<file path="config.mk">
export PLATFORM = sky130hd
export DESIGN_NAME = locked_register_bank_flat
export DESIGN_NICKNAME = d
export VERILOG_FILES = /design/src/rtl/locked_register_bank_if.sv /design/src/rtl/locked_register_bank.sv /design/src/flat_wrapper.sv
export SDC_FILE = /design/constraint.sdc
export NUM_CORES = 1
export LEC_CHECK = 0
export CAP_MARGIN = 20
export CORE_MARGIN = 2
export CORE_UTILIZATION = 35
export CTS_CLUSTER_SIZE = 14
export DETAILED_ROUTE_END_ITERATION = 10
export PLACE_DENSITY = 0.65
export SYNTH_ARGS = -nofsm -noshare
export SYNTH_HDL_FRONTEND = slang
export SYNTH_SLANG_ARGS = --single-unit
</file>
<file path="constraint.sdc">
create_clock -name Clk -period 2.8 [get_ports Clk]
set_clock_uncertainty 0.1 [all_clocks]
set_input_delay 0.84 -clock Clk [delete_from_list [all_inputs] [get_ports Clk]]
set_output_delay 0.84 -clock Clk [all_outputs]
set_load 0.02 [all_outputs]
</file>
<file path="src/rtl/locked_register_bank_if.sv">
// Bus bundle for locked_register_bank: write/lock controls, read port and status.
// LOCK_VIOLATION_COUNT_EN adds viol_clr / viol_count.
interface locked_register_bank_if #(
   parameter int NUM_REGS = 4,
   parameter int DATA_W   = 16,
   parameter int ADDR_W   = 2
);
   logic                       wr_en;
   logic [ADDR_W-1:0]          wr_addr;
   logic [DATA_W-1:0]          wr_data;
   logic [NUM_REGS-1:0]        lock_req;
   logic                       lock_all;
   logic                       scan_mode;
   logic                       debug_unlocked;
   logic [ADDR_W-1:0]          rd_addr;
   logic [DATA_W-1:0]          rd_data;
   logic [NUM_REGS*DATA_W-1:0] Data_out;
   logic [NUM_REGS-1:0]        lock_status;
   logic                       wr_err;
`ifdef LOCK_VIOLATION_COUNT_EN
   logic                       viol_clr;
   logic [7:0]                 viol_count;
`endif

   modport master (
      output wr_en, wr_addr, wr_data, lock_req, lock_all, scan_mode, debug_unlocked, rd_addr,
      input  rd_data, Data_out, lock_status, wr_err
`ifdef LOCK_VIOLATION_COUNT_EN
      , output viol_clr
      , input  viol_count
`endif
   );

   modport slave (
      input  wr_en, wr_addr, wr_data, lock_req, lock_all, scan_mode, debug_unlocked, rd_addr,
      output rd_data, Data_out, lock_status, wr_err
`ifdef LOCK_VIOLATION_COUNT_EN
      , input  viol_clr
      , output viol_count
`endif
   );
endinterface

</file>
<file path="src/rtl/locked_register_bank.sv">
// Bank of write-once configuration registers with sticky per-register locks.
// Optional lock-violation counter enabled by LOCK_VIOLATION_COUNT_EN.
module locked_register_bank #(
   parameter int                 NUM_REGS  = 4,
   parameter int                 DATA_W    = 16,
   parameter int                 ADDR_W    = 2,
   parameter logic [DATA_W-1:0]  RESET_VAL = '0
) (
   input logic                    Clk,
   input logic                    reset,
   locked_register_bank_if.slave  bus
);
   localparam logic [ADDR_W:0] NUM_REGS_W = (ADDR_W+1)'(NUM_REGS);

   logic [DATA_W-1:0]   regs_q [NUM_REGS];
   logic [DATA_W-1:0]   regs_d [NUM_REGS];
   logic [NUM_REGS-1:0] lock_q, lock_d;
   logic [DATA_W-1:0]   rd_data_q, rd_data_d;
   logic                wr_err_q, wr_err_d;

   logic [NUM_REGS-1:0] lock_eff;
   logic [NUM_REGS-1:0] wr_sel;
   logic                dbg_ovr;
   logic                in_range;
   logic                tgt_locked;
   logic                wr_accept;
   logic                lock_reject;
   logic [NUM_REGS*DATA_W-1:0] data_flat;

   // A lock raised in the same cycle as a write already blocks that write.
   always_comb begin
      lock_eff   = lock_q | bus.lock_req | {NUM_REGS{bus.lock_all}};
      dbg_ovr    = bus.debug_unlocked & ~bus.scan_mode;
      in_range   = ({1'b0, bus.wr_addr} < NUM_REGS_W);
      wr_sel     = '0;
      for (int i = 0; i < NUM_REGS; i++) begin
         wr_sel[i] = (bus.wr_addr == ADDR_W'(i));
      end
      tgt_locked  = |(lock_eff & wr_sel);
      wr_accept   = bus.wr_en & in_range & (~tgt_locked | dbg_ovr);
      lock_reject = bus.wr_en & in_range & tgt_locked & ~dbg_ovr;

      lock_d   = lock_eff;
      wr_err_d = bus.wr_en & ~wr_accept;
      for (int i = 0; i < NUM_REGS; i++) begin
         regs_d[i] = (wr_accept && wr_sel[i]) ? bus.wr_data : regs_q[i];
      end

      // Out-of-range read index falls through to zero.
      rd_data_d = '0;
      for (int i = 0; i < NUM_REGS; i++) begin
         if (bus.rd_addr == ADDR_W'(i)) rd_data_d = regs_q[i];
      end

      data_flat = '0;
      for (int i = 0; i < NUM_REGS; i++) begin
         data_flat[i*DATA_W +: DATA_W] = regs_q[i];
      end
   end

   always_ff @(posedge Clk) begin
      if (reset) begin
         for (int i = 0; i < NUM_REGS; i++) regs_q[i] <= RESET_VAL;
         lock_q    <= '0;
         rd_data_q <= RESET_VAL;
         wr_err_q  <= 1'b0;
      end else begin
         for (int i = 0; i < NUM_REGS; i++) regs_q[i] <= regs_d[i];
         lock_q    <= lock_d;
         rd_data_q <= rd_data_d;
         wr_err_q  <= wr_err_d;
      end
   end

   assign bus.Data_out    = data_flat;
   assign bus.lock_status = lock_q;
   assign bus.rd_data     = rd_data_q;
   assign bus.wr_err      = wr_err_q;

`ifdef LOCK_VIOLATION_COUNT_EN
   logic [7:0] viol_q, viol_d;

   // Clear beats a simultaneous increment; count saturates at 255.
   always_comb begin
      viol_d = viol_q;
      if (bus.viol_clr)                      viol_d = '0;
      else if (lock_reject && viol_q != 8'hFF) viol_d = viol_q + 8'd1;
   end

   always_ff @(posedge Clk) begin
      if (reset) viol_q <= '0;
      else       viol_q <= viol_d;
   end

   assign bus.viol_count = viol_q;
`else
   logic unused_lock_reject;
   assign unused_lock_reject = lock_reject;
`endif
endmodule

</file>
<file path="src/flat_wrapper.sv">
// flat-port wrapper written by rule: the top's interface ports become plain ports
module locked_register_bank_flat 
#(
   parameter int                 NUM_REGS  = 4,
   parameter int                 DATA_W    = 16,
   parameter int                 ADDR_W    = 2,
   parameter logic [DATA_W-1:0]  RESET_VAL = '0
)
  (Clk, reset, bus_wr_en, bus_wr_addr, bus_wr_data, bus_lock_req, bus_lock_all, bus_scan_mode, bus_debug_unlocked, bus_rd_addr, bus_rd_data, bus_Data_out, bus_lock_status, bus_wr_err);
  locked_register_bank_if #(.NUM_REGS(NUM_REGS), .DATA_W(DATA_W), .ADDR_W(ADDR_W)) bus_i ();
  input logic Clk;
  input logic reset;
  input wire logic [$bits(bus_i.wr_en)-1:0] bus_wr_en;
  input wire logic [$bits(bus_i.wr_addr)-1:0] bus_wr_addr;
  input wire logic [$bits(bus_i.wr_data)-1:0] bus_wr_data;
  input wire logic [$bits(bus_i.lock_req)-1:0] bus_lock_req;
  input wire logic [$bits(bus_i.lock_all)-1:0] bus_lock_all;
  input wire logic [$bits(bus_i.scan_mode)-1:0] bus_scan_mode;
  input wire logic [$bits(bus_i.debug_unlocked)-1:0] bus_debug_unlocked;
  input wire logic [$bits(bus_i.rd_addr)-1:0] bus_rd_addr;
  output wire logic [$bits(bus_i.rd_data)-1:0] bus_rd_data;
  output wire logic [$bits(bus_i.Data_out)-1:0] bus_Data_out;
  output wire logic [$bits(bus_i.lock_status)-1:0] bus_lock_status;
  output wire logic [$bits(bus_i.wr_err)-1:0] bus_wr_err;
  assign bus_i.wr_en = bus_wr_en;
  assign bus_i.wr_addr = bus_wr_addr;
  assign bus_i.wr_data = bus_wr_data;
  assign bus_i.lock_req = bus_lock_req;
  assign bus_i.lock_all = bus_lock_all;
  assign bus_i.scan_mode = bus_scan_mode;
  assign bus_i.debug_unlocked = bus_debug_unlocked;
  assign bus_i.rd_addr = bus_rd_addr;
  assign bus_rd_data = bus_i.rd_data;
  assign bus_Data_out = bus_i.Data_out;
  assign bus_lock_status = bus_i.lock_status;
  assign bus_wr_err = bus_i.wr_err;
  locked_register_bank #(.NUM_REGS(NUM_REGS), .DATA_W(DATA_W), .ADDR_W(ADDR_W), .RESET_VAL(RESET_VAL)) u_core (.Clk(Clk), .reset(reset), .bus(bus_i));
endmodule
</file>
== Yosys cells after proc, flatten, opt, wreduce, memory -nomap -nowiden ==
Memory sizes are Yosys's and may differ from the RTL's.
Index checks and enable logic that the tools add are counted.
W data, S select, Z words.

* Register bits after elaboration: 21
* Latch bits: 0
* Memory bits (writable): 64
* Memory bits (read-only): 0
* Output and inout port bits: 85
* Logic and storage cells: 46
* Memories: 1

* Add/sub/neg operators: 0
* Multipliers: 0
* Div/mod/pow operators: 0
* $lt $le $gt $ge: 0
* Equality and inequality tests: 6
* Shifts and indexed selects: 0
* Muxes and demuxes: 15
* Bitwise gates (word level): 14
* Reductions and logical operators: 7

{| class="wikitable"
|+ Memories
! name !! words !! width !! rd ports !! clocked after Yosys merged registers in !! wr ports !! RTL line !! text
|-
| u_core.regs_q || 4 || 16 || 4 || 0 || 4 || locked_register_bank.sv:15 || <nowiki>logic [DATA_W-1:0] regs_q [NUM_REGS];</nowiki>
|}

{| class="wikitable"
|+ Operator list
! kind !! number
|-
| $mux W16 || 12
|-
| $eq A2 B2 Y1 const B || 4
|-
| $or A4 B4 Y4 || 2
|-
| $or A1 B1 Y1 || 5
|-
| $and A4 B4 Y4 || 1
|-
| $eq A2 B1 Y1 const B || 2
|-
| $logic_and A1 B1 Y1 || 4
|-
| $logic_not A2 Y1 || 2
|-
| $reduce_or A4 Y1 || 1
|-
| $and A1 B1 Y1 || 3
|-
| $mux W1 || 3
|-
| $not A1 Y1 || 3
|}

== Logic depth before layout (Yosys ltp) ==
* Depth after elaboration: 10
* Depth in mapped cells: 6

== Worst setup path before layout ==
OpenSTA, ideal clock, no wires.

* Path type: input to register
* From: input port bus_wr_addr[0]
* To: memory u_core.regs_q[2][10]
* Data arrival time: 2259 ps
* Data required time: 2628 ps
* Slack: 370 ps
* Stages on the path: 6
* Buffers on the path: 3
* Cell sequence: buf_6 > mux4_2 > buf_6 > o2111ai_4 > buf_12 > mux2i_1

{| class="wikitable"
|+ RTL lines
! item !! RTL line !! text
|-
| start, declared || flat_wrapper.sv:14 || <nowiki>input wire logic [$bits(bus_i.wr_addr)-1:0] bus_wr_addr;</nowiki>
|-
| end, declared || locked_register_bank.sv:15 ||
|}

==> results.md <==
- For this run, global-route usage on met3 was measured as 3.83%.
- The first routing iteration left 83 violations.
- The via count of the first global-routing pass was 2,696.
- The number of vias per cell is 4.63.
- The area overhead of the layout relative to synthesis is 44.0%.
- Clock-pin slew was measured on the worst setup and hold paths at 90 ps.
- The cell count of the worst hold path is 2.
- Of the synthesized area, sequential elements account for 46.8%.
- The antenna cell count is 0.
- The via total after detailed routing is 2,596.
- Of all nets on the critical path, the largest fanout is 10.
- The worst slew margin relative to its limit is 76.1%.
- The count of boundary I/O pins is 115.
- The global-route usage over all layers is 16.2%.
- In the final routed layout, each cell accounts on average for 15.3 µm.
- The number of hold violations in the final report is 0.
- In the layout the commonest cells are 113 x sky130_fd_sc_hd__clkdlybuf4s50_1, 85 x sky130_fd_sc_hd__dfxtp_1, 80 x sky130_fd_sc_hd__nand2b_1.
- The worst endpoint required time is 2970 ps.
- The half-perimeter wire length after detailed placement is 5.97 mm.
- Yosys printed 0 warnings.
- Excluding fillers, the count of instances in the completed layout stands at 561.
- Entering global routing, the biggest net connects 72 pins.
- Of the available clock period, the critical path in the final layout requires 91.7%.
- The count of clock tree sinks is 85.
- The global routing met1 resource utilization is 21.2%.
- The netlist area before placement is 3630 µm².
- The number of remaining DRC errors is 0.
- The count of buffers added on input and output ports is 114.
- The number of cells on the worst reg-to-reg path is 5.
- The part of the total power dissipated in combinational logic is 11.6%.
- The synthesized area per cell is 11.9 µm².
- The tightest min-delay check is of the reg -> reg type.
- The final net count is 450.
- The horizontal die dimension is 106 µm.
- The share of total power in sequential cells is 50.0%.
- The share of power burned in the clock network is 38.4%.
- The max-slew violation count is 0.
- The worst setup path is launched from a primary input.
- The total internal power is 1900 µW.
- The signal on the critical path passes through clkdlybuf4s50_1, nor3_1, mux4_2, o211ai_1, buf_4, mux2i_1.
- After floorplanning, the core was divided into 37 placement rows.
- Hold repair after CTS inserted 0 buffers.
- The total power per unit cell area is 479 nW/µm².
- The worst setup path is captured at a flop.
- The die covers 11,200 µm².
- Measured along the y axis, the die boundary spans 106 µm.
- The first-pass iteration count of the detailed router is 6.
- The number of routed nets with antenna violations is 0.
- Setup repair after global routing left no endpoint under its margin.
- The initial antenna violation count is 0.
- The leakage power is 0.00213 µW.
- The max-cap violation count is 0.
- The placed cell count is 545.
- At the pin with the least slew margin, the transition time is 358 ps.
- The later-pin clock latency in the skew report is 350 ps.
- The worst hold path startpoint is u_core.bus.lock_status[2].
- Synthesis produced a netlist whose cell count is 305.
- After global routing, the most crowded layer is met2.
- The flow ran to the end, and the final reports show no timing, DRC or antenna violations.
- The maximum level of the CTS H-tree is 3.
- The slowest stage of the critical path belongs to the cell sky130_fd_sc_hd__mux4_2.
- Summing internal, switching and leakage power gives 2500 µW.
- VDD sags by at most 218 µV.
- The routability-driven placement congestion ratio is 0.713.
- The end point of the most critical hold path is u_core.bus.lock_status[2].
- Clock tree synthesis inserted a total of 9 buffers.
- The critical path class is in -> reg.
- The CTS tree is yes.
- Summed over all layers, the routed wires come to 8.60 mm.
- The end of the worst register-to-register path is u_core.regs_q[0][14].
- Synthesis produced a netlist with a net count of 335.
- The number of setup violations in the final report is 0.
- The first global-routing pass estimated 14.1 mm of wire.
- The core area is 10,200 µm².
- The clock root buffer is sky130_fd_sc_hd__clkbuf_8.
- Leaving out fill and tap cells, the most frequent cell in the layout is sky130_fd_sc_hd__clkdlybuf4s50_1.
- Global routing finished with a remaining overflow of 0.
- The proportion of layout cells with a drive suffix above 1 is 11.8%.
- The count of instances resized after the clock tree is built is 0.
- In this run the critical register-to-register path is launched from u_core.bus.lock_status[1].
- The switching power as a share of total power is 24.0%.
- The minimum period implied by the final worst setup slack is 2570 ps.
- In this run, distinct cell masters in the synthesized netlist total 20.
- Cells fill 51.3% of the core in the end.
- In this run the power spent charging and discharging nets is 600 µW.
- The initial core utilization is 35.7%.
- For this run, the slowest stage of the critical path takes 600 ps.
- The achievable frequency is 390 MHz.
- Buffers added to address setup during post-CTS repair amount to 0.
- Global routing consumed, on the met2 layer, 26.3% of the routing resources.
- The flip-flop and latch count after synthesis is 85.
- For flop-to-flop paths, the worst setup slack is 940 ps.
- In this run the deepest clock path goes through 2 buffers.
- The data arrival time of the worst path is 2740 ps.
[power by group through the flow]
stage	logic (µW)	registers (µW)	clock network, µW
finish	290	1250	961
global route	311	1260	1050
CTS	295	1250	1000
detailed placement	293	1280	0
global placement	292	1280	0
floorplan	128	1310	0
[flip-flops by register name, indices dropped and copies added (netlist names)]
name	count
u_core.bus.wr_err	1
u_core.bus.rd_data	16
u_core.bus.lock_status	4
u_core.regs_q	64
[worst max-delay path by stage]
stage                              start                    to  slack [ps]  cells past startpoint
after floorplan           bus_wr_addr[0]  u_core.regs_q[2][10]         370                      6
after global placement      bus_lock_all   u_core.regs_q[0][7]        -120                      6
after detailed placement    bus_lock_all  u_core.regs_q[3][15]        -130                      6
after CTS                   bus_lock_all  u_core.regs_q[0][14]         240                      6
after global routing        bus_lock_all  u_core.regs_q[0][10]         110                      6
final                       bus_lock_all  u_core.regs_q[0][14]         230                      6
[layout make-up]
type,instances,area (µm²)
clock inverter,6,93.8
timing repair buffer,128,1350
clock buffer,10,128
tap,136,170
inverter,2,7.51
sequential,85,1700
multi-input combinational,194,1770
fill,939,4960
[synthesized netlist by cell type]
library cell                 n  area, µm²
sky130_fd_sc_hd__buf_6       2       22.5
sky130_fd_sc_hd__o2111ai_2   1       15.0
sky130_fd_sc_hd__inv_1       2       7.51
sky130_fd_sc_hd__buf_2       3       15.0
sky130_fd_sc_hd__nor3_1      4       20.0
sky130_fd_sc_hd__buf_1       1       3.75
sky130_fd_sc_hd__o2111ai_4   2       52.6
sky130_fd_sc_hd__nor4b_1     1       8.76
sky130_fd_sc_hd__nor2_1      5       18.8
sky130_fd_sc_hd__nand2b_1   80        500
sky130_fd_sc_hd__o211ai_1    1       7.51
sky130_fd_sc_hd__mux2i_1    64        641
sky130_fd_sc_hd__nor2b_1    17        106
sky130_fd_sc_hd__clkbuf_1   14       52.6
sky130_fd_sc_hd__buf_4       2       15.0
sky130_fd_sc_hd__o211a_1     1       10.0
sky130_fd_sc_hd__dfxtp_1    85       1700
sky130_fd_sc_hd__buf_12      2       40.0
sky130_fd_sc_hd__mux4_2     17        383
sky130_fd_sc_hd__o2111a_1    1       11.3
[stage by stage]
stage | hold slack (ps) | worst slack [ps] | setup TNS, ps | area (µm²)
after detailed placement | 372 | -128 | -5760 | 5010
after CTS | 395 | 235 | 0 | 5230
after floorplan | 455 | 370 | 0 | 3630
after global routing | 424 | 106 | 0 | 5230
final | 390 | 233 | 0 | 5230
after global placement | 361 | -120 | -4270 | 5010
[kinds of logic after synthesis]
group | synth area share [%]
simple gates | 18.0
mux | 28.2
flops | 46.8
compound gates | 2.65
buf+inv | 4.31
[critical path: cells and delay by family]
family                 cells  cell delay [ps]
multiplexers               2              800
AO/OA/AOI/OAI              1              210
AND/OR/NAND/NOR            1               90
buffers and inverters      2              800
[metal layers]
layer  part of all wire (%)  wire (µm)
met5                      0          0
met1                     46       3930
met3                    5.1        442
met4                    1.3        109
met2                     48       4110
Power figures use the tool's default switching activity.
